`config.mk`:
```
export PLATFORM = sky130hd
export DESIGN_NAME = req_ack_packet_fifo
export DESIGN_NICKNAME = d
export VERILOG_FILES = /design/src/rtl/req_ack_packet_fifo.sv
export SDC_FILE = /design/constraint.sdc
export NUM_CORES = 1
export LEC_CHECK = 0
export CAP_MARGIN = 20
export CORE_ASPECT_RATIO = 0.75
export CORE_UTILIZATION = 50
export DETAILED_ROUTE_END_ITERATION = 8
export GPL_ROUTABILITY_DRIVEN = 0
export HOLD_SLACK_MARGIN = 0.12
export MAX_ROUTING_LAYER = met4
export PLACE_DENSITY_LB_ADDON = 0.15
export SYNTH_ARGS = -nofsm -noshare
export SYNTH_HDL_FRONTEND = slang
export SYNTH_SLANG_ARGS = --single-unit
```
`constraint.sdc`:
```
create_clock -name Clock -period 2.1 [get_ports Clock]
set_input_delay 0.315 -clock Clock [delete_from_list [all_inputs] [get_ports Clock]]
set_output_delay 0.315 -clock Clock [all_outputs]
set_load 0.005 [all_outputs]
```
`src/rtl/req_ack_packet_fifo.sv`:
```
// Inter-node link buffer: DEPTH-entry FIFO between a 4-phase S_Req/S_Ack receive port
// and a 4-phase M_Req/M_Ack transmit port, with optional input synchronisers.
module req_ack_packet_fifo #(
  parameter int unsigned DATA_WIDTH  = 32,
  parameter int unsigned DEPTH       = 4,
  parameter int unsigned SYNC_STAGES = 0
) (
  input  logic                         Clock,
  input  logic                         nReset,
  input  logic                         S_Req,
  input  logic [DATA_WIDTH-1:0]        S_Data,
  output logic                         S_Ack,
  output logic                         M_Req,
  output logic [DATA_WIDTH-1:0]        M_Data,
  input  logic                         M_Ack,
  output logic [$clog2(DEPTH+1)-1:0]   Count,
  output logic                         Full,
  output logic                         Empty
);

  localparam int unsigned AW = $clog2(DEPTH);
  localparam int unsigned CW = $clog2(DEPTH+1);

  typedef enum logic {RX_IDLE, RX_ACK} rx_state_t;
  typedef enum logic [1:0] {TX_IDLE, TX_REQ, TX_WAIT} tx_state_t;

  rx_state_t             rx_state;
  tx_state_t             tx_state;
  logic                  s_req_s;
  logic                  m_ack_s;
  logic [AW-1:0]         wr_ptr;
  logic [AW-1:0]         rd_ptr;
  logic [DATA_WIDTH-1:0] mem [DEPTH];
  logic                  wr_en;
  logic                  pop;
  logic [CW-1:0]         count_next;

  generate
    if (SYNC_STAGES == 0) begin : g_nosync
      assign s_req_s = S_Req;
      assign m_ack_s = M_Ack;
    end else begin : g_sync
      logic [SYNC_STAGES-1:0] s_req_q;
      logic [SYNC_STAGES-1:0] m_ack_q;
      always_ff @(posedge Clock or negedge nReset) begin
        if (!nReset) begin
          s_req_q <= '0;
          m_ack_q <= '0;
        end else begin
          s_req_q[0] <= S_Req;
          m_ack_q[0] <= M_Ack;
          for (int unsigned i = 1; i < SYNC_STAGES; i++) begin
            s_req_q[i] <= s_req_q[i-1];
            m_ack_q[i] <= m_ack_q[i-1];
          end
        end
      end
      assign s_req_s = s_req_q[SYNC_STAGES-1];
      assign m_ack_s = m_ack_q[SYNC_STAGES-1];
    end
  endgenerate

  // Full is the registered flag, so a pop on the same edge does not make room yet.
  always_comb begin
    wr_en      = (rx_state == RX_IDLE) && s_req_s && !Full;
    pop        = (tx_state == TX_REQ) && m_ack_s;
    count_next = Count;
    if (wr_en && !pop)
      count_next = Count + CW'(1);
    else if (!wr_en && pop)
      count_next = Count - CW'(1);
  end

  always_ff @(posedge Clock) begin
    if (wr_en)
      mem[wr_ptr] <= S_Data;
  end

  always_ff @(posedge Clock or negedge nReset) begin
    if (!nReset) begin
      rx_state <= RX_IDLE;
      S_Ack    <= 1'b0;
      wr_ptr   <= '0;
    end else begin
      case (rx_state)
        RX_IDLE: begin
          if (wr_en) begin
            wr_ptr   <= wr_ptr + AW'(1);
            S_Ack    <= 1'b1;
            rx_state <= RX_ACK;
          end
        end
        RX_ACK: begin
          if (!s_req_s) begin
            S_Ack    <= 1'b0;
            rx_state <= RX_IDLE;
          end
        end
        default: begin
          S_Ack    <= 1'b0;
          rx_state <= RX_IDLE;
        end
      endcase
    end
  end

  always_ff @(posedge Clock or negedge nReset) begin
    if (!nReset) begin
      tx_state <= TX_IDLE;
      M_Req    <= 1'b0;
      M_Data   <= '0;
      rd_ptr   <= '0;
    end else begin
      case (tx_state)
        TX_IDLE: begin
          if (!Empty) begin
            M_Data   <= mem[rd_ptr];
            M_Req    <= 1'b1;
            tx_state <= TX_REQ;
          end
        end
        TX_REQ: begin
          if (m_ack_s) begin
            rd_ptr   <= rd_ptr + AW'(1);
            M_Req    <= 1'b0;
            tx_state <= TX_WAIT;
          end
        end
        TX_WAIT: begin
          if (!m_ack_s)
            tx_state <= TX_IDLE;
        end
        default: begin
          M_Req    <= 1'b0;
          tx_state <= TX_IDLE;
        end
      endcase
    end
  end

  always_ff @(posedge Clock or negedge nReset) begin
    if (!nReset) begin
      Count <= '0;
      Full  <= 1'b0;
      Empty <= 1'b1;
    end else begin
      Count <= count_next;
      Full  <= (count_next == CW'(DEPTH));
      Empty <= (count_next == '0);
    end
  end

endmodule

```
==> run summary <==
OUTCOME
-------------------------------------------------------------------------------------
Run status ............................................................. finished, final reports clean

CRITICAL PATH
-------------------------------------------------------------------------------------
Data arrival time of the critical path .................................      1500 ps
Launch instance of the worst register-to-register path .................     rx_state
Critical path startpoint category ......................................         flop
Required time of the critical path .....................................      1780 ps
Nature of the critical path endpoint ...................................   output pin
Capture point of the worst reg-to-reg path .............................        Empty
Buffers and inverters on the worst path ................................            1
Worst reg2reg setup slack ..............................................       420 ps
Worst-path cell chain .................................................. clkdlybuf4s50_1
Gate family responsible for the most delay along the worst path ........   flip-flops
Type of the worst setup path ........................................... flop to output pin
Reg2Reg Depth ..........................................................            4
Highest fanout seen on the critical path ...............................            4
Delay of the slowest critical-path stage ...............................       580 ps
Cell at the slowest stage of the critical path ......................... sky130_fd_sc_hd__dfstp_2

STA
-------------------------------------------------------------------------------------
Final number of setup-violating endpoints ..............................            0
Fin crit share .........................................................        86.4%
Actual transition at the worst max-transition pin ......................       491 ps
Final sum of negative setup slack ......................................         0 ps
Slew margin rel. .......................................................        67.3%
Minimum clock period after layout ......................................      1810 ps
Achievable clock frequency .............................................      551 MHz
Unrepaired setup endpoints after global routing ........................        false
Final-report max-slew violation count ..................................            0
Number of hold-slack violations in the final timing report .............            0
Maximum clock skew at final layout .....................................      12.5 ps

POWER AND IR DROP
-------------------------------------------------------------------------------------
Clock power frac .......................................................        25.9%
Standby leakage power ..................................................   0.00287 uW
Sequential power share .................................................        42.9%
Switching portion of total power .......................................        26.6%
Switching power of the nets ............................................      2980 uW
Part of the total power dissipated in combinational logic ..............        31.2%
Internal power .........................................................      8230 uW
IR drop worst, VDD .....................................................       834 uV
PwrDens ................................................................ 1360 nW/um^2

SYNTHESIS
-------------------------------------------------------------------------------------
Post-synth EDFFs .......................................................          128
Sequential fraction of the synthesis area ..............................        76.4%
Number of warning messages in the yosys log ............................            0
Fraction of registers with async set/reset .............................        26.4%
Most common cell in the synthesized netlist ............................ sky130_fd_sc_hd__edfxtp_1
Flip-flop and latch count after synthesis ..............................          174
Cells after Synth ......................................................          309
Library cell with the largest summed area after synthesis .............. sky130_fd_sc_hd__edfxtp_1
Area of the mapped netlist .............................................    6540 um^2
Primary flip-flop cell chosen by synthesis mapping ..................... sky130_fd_sc_hd__edfxtp_1
Total nets after synthesis .............................................          351
Most area-consuming cells after synthesis .............................. sky130_fd_sc_hd__edfxtp_1, sky130_fd_sc_hd__dfrtp_1, sky130_fd_sc_hd__mux4_2, sky130_fd_sc_hd__mux2_2, sky130_fd_sc_hd__ha_1
Ranking of synthesized cells by instance count ......................... sky130_fd_sc_hd__edfxtp_1, sky130_fd_sc_hd__dfrtp_1, sky130_fd_sc_hd__mux2_2, sky130_fd_sc_hd__mux4_2, sky130_fd_sc_hd__buf_2
Portion of synthesized cell area occupied by the leading cell type .....        58.8%
Distinct cell type count of the synthesized netlist ....................           33
Syn Area/Cell ..........................................................    21.2 um^2

DETAILED ROUTING
-------------------------------------------------------------------------------------
Count of routing violations after the opening detailed-route iteration .          264
Number of routed nets with antenna violations ..........................            0
Vias/cell ..............................................................         5.34
Sum of routed wire length over all layers ..............................      11.0 mm
Final routed DRC violation total .......................................            0
Pre-Repair DR Iteration Count ..........................................            4
Routed wirelength normalized by instance count .........................      18.7 um
Via total after detailed routing .......................................         3132

FINISH
-------------------------------------------------------------------------------------
Area growth from synthesis to layout ...................................        25.9%
Number of antenna diodes ...............................................            0
Number of fill cells ...................................................          856
# nets final ...........................................................          449
Post-layout instance area ..............................................    8240 um^2
Fraction of final layout cells with drive strength greater than 1 ......        29.0%

GLOBAL ROUTE
-------------------------------------------------------------------------------------
Total global-route track usage .........................................        18.8%
Number of global-route vias before repair ..............................         3278
Met1 track utilization from global routing .............................        25.3%
Pin count of the biggest net entering global routing ...................           31
GR met3 Demand/Resource ................................................        5.58%
Global routing met2 resource utilization ...............................        28.0%
Global routing's busiest layer .........................................         met2
Total overflow reported by the global router ...........................            0
Antenna violations before repair .......................................            0
First-pass GRT wire length .............................................      17.6 mm

FLOORPLANNING
-------------------------------------------------------------------------------------
Total Die Area .........................................................   13500 um^2
Die Span Y .............................................................       101 um
Number of placement rows ...............................................           35
I/O pins ...............................................................           75
Core box area ..........................................................   12500 um^2
Horizontal extent of the die ...........................................       134 um
Initial standard-cell utilization of the core ..........................        52.2%

CTS
-------------------------------------------------------------------------------------
Number of buffers between clock root and the deepest sink ..............            2
Num CTS Buffers ........................................................           17
Post-cts sizing count ..................................................            0
CTS Root Cell .......................................................... sky130_fd_sc_hd__clkbuf_16
H-tree depth reported by CTS ...........................................            4
CTS tree ...............................................................          yes
Clock net sink count ...................................................          174
Clock Pin Slew Worst Setup and Hold Paths ..............................        60 ps
Clock insertion delay at the later pin of the skew report ..............       420 ps

HOLD PATH
-------------------------------------------------------------------------------------
Classification of the worst-slack hold path ............................ input pin to async pin

PLACEMENT
-------------------------------------------------------------------------------------
Cell Area, Placed ......................................................    7670 um^2
HPWL after detailed placement ..........................................      7.03 mm
Count of buffers from port buffering ...................................           74

RUN
-------------------------------------------------------------------------------------
Max-cap violation count ................................................            0

-- state kept, by name, indices dropped and copies added, names as in the netlist --
register	count
Count	3
Empty	1
Full	1
M_Data	32
M_Req	1
S_Ack	1
mem	128
rd_ptr	2
rx_state	1
tx_state	2
wr_ptr	2
-- worst max path at each step --
stage | start | to | cells past startpoint
2_1_floorplan | Full | mem[2][0] | 2
3_3_place_gp | S_Req | Empty | 5
3_5_place_dp | S_Req | Empty | 5
4_1_cts | Empty | Empty | 1
5_1_grt | Empty | Empty | 1
6_report | Empty | Empty | 1
-- repair_timing --
action                    CTS  global route
hold buffers                1             0
hold endpoints to repair   16             0
setup buffers               0             0
-- power groups by stage --
stage	combinational [uW]	clock, uW	sequential (uW)
6_report	3500	2900	4810
5_1_grt	3810	3100	4900
4_1_cts	3580	2970	4820
3_5_place_dp	3560	0	4890
3_3_place_gp	3540	0	4850
2_1_floorplan	2060	0	4820
-- kinds of logic (layout without fill, tap and decap cells) --
logic type / Yosys count / after routing / share of synthesized area, %
AOI/OAI and AO/OA: 15 / 15 / 1.51
xor gates and xnor gates: 5 / 5 / 0.670
adders and majority gates: 6 / 6 / 1.15
buffers and inverters: 19 / 130 / 1.24
DFF: 174 / 174 / 76.4
muxes: 64 / 64 / 16.5
and+or+nand+nor: 26 / 26 / 2.51
-- cell type report --
cell class / count / area, um^2 / share of cell area (%)
tap: 166 / 208 / 2.52
inverter: 7 / 26.3 / 0.319
clock inverter: 13 / 119 / 1.44
clock buffer: 19 / 433 / 5.26
sequential: 174 / 5000 / 60.7
multi-input combinational: 116 / 1470 / 17.9
timing repair buffer: 91 / 978 / 11.9
-- metrics by stage --
stage / hold slack (ps) / instances / utilization (%) / total power [uW] / setup WS (ps)
floorplan: 19.4 / 309 / - / 6880 / 41.9
global placement: 305 / 553 / 61.3 / 8380 / 37.7
detailed placement: 307 / 553 / 61.3 / 8450 / 15.2
CTS: 399 / 586 / 65.8 / 11400 / 260
global route: 424 / 586 / 65.8 / 11800 / 222
finish: 395 / 586 / 65.8 / 11200 / 286
-- metal layers --
layer / up-vias / share of wire (%)
li1: 1427 / -
met1: 1616 / 48
met2: 84 / 47
met3: 5 / 4.6
met4: 0 / 0.77
met5: - / 0
-- cell usage in the layout (no fill, tap or decap), drive strengths merged, types with 2 or more instances in the layout --
cell,count
mux4,32
nand2,5
edfxtp,128
xnor2,5
dfrtp,45
clkinv,5
mux2,32
clkinvlp,6
ha,6
a211oi,3
and2,4
clkdlybuf4s50,73
and3,2
nor3,3
o21ai,4
buf,17
clkbuf,19
nor2,5
inv,8
No activity file was read; power rests on OpenSTA's default activity.
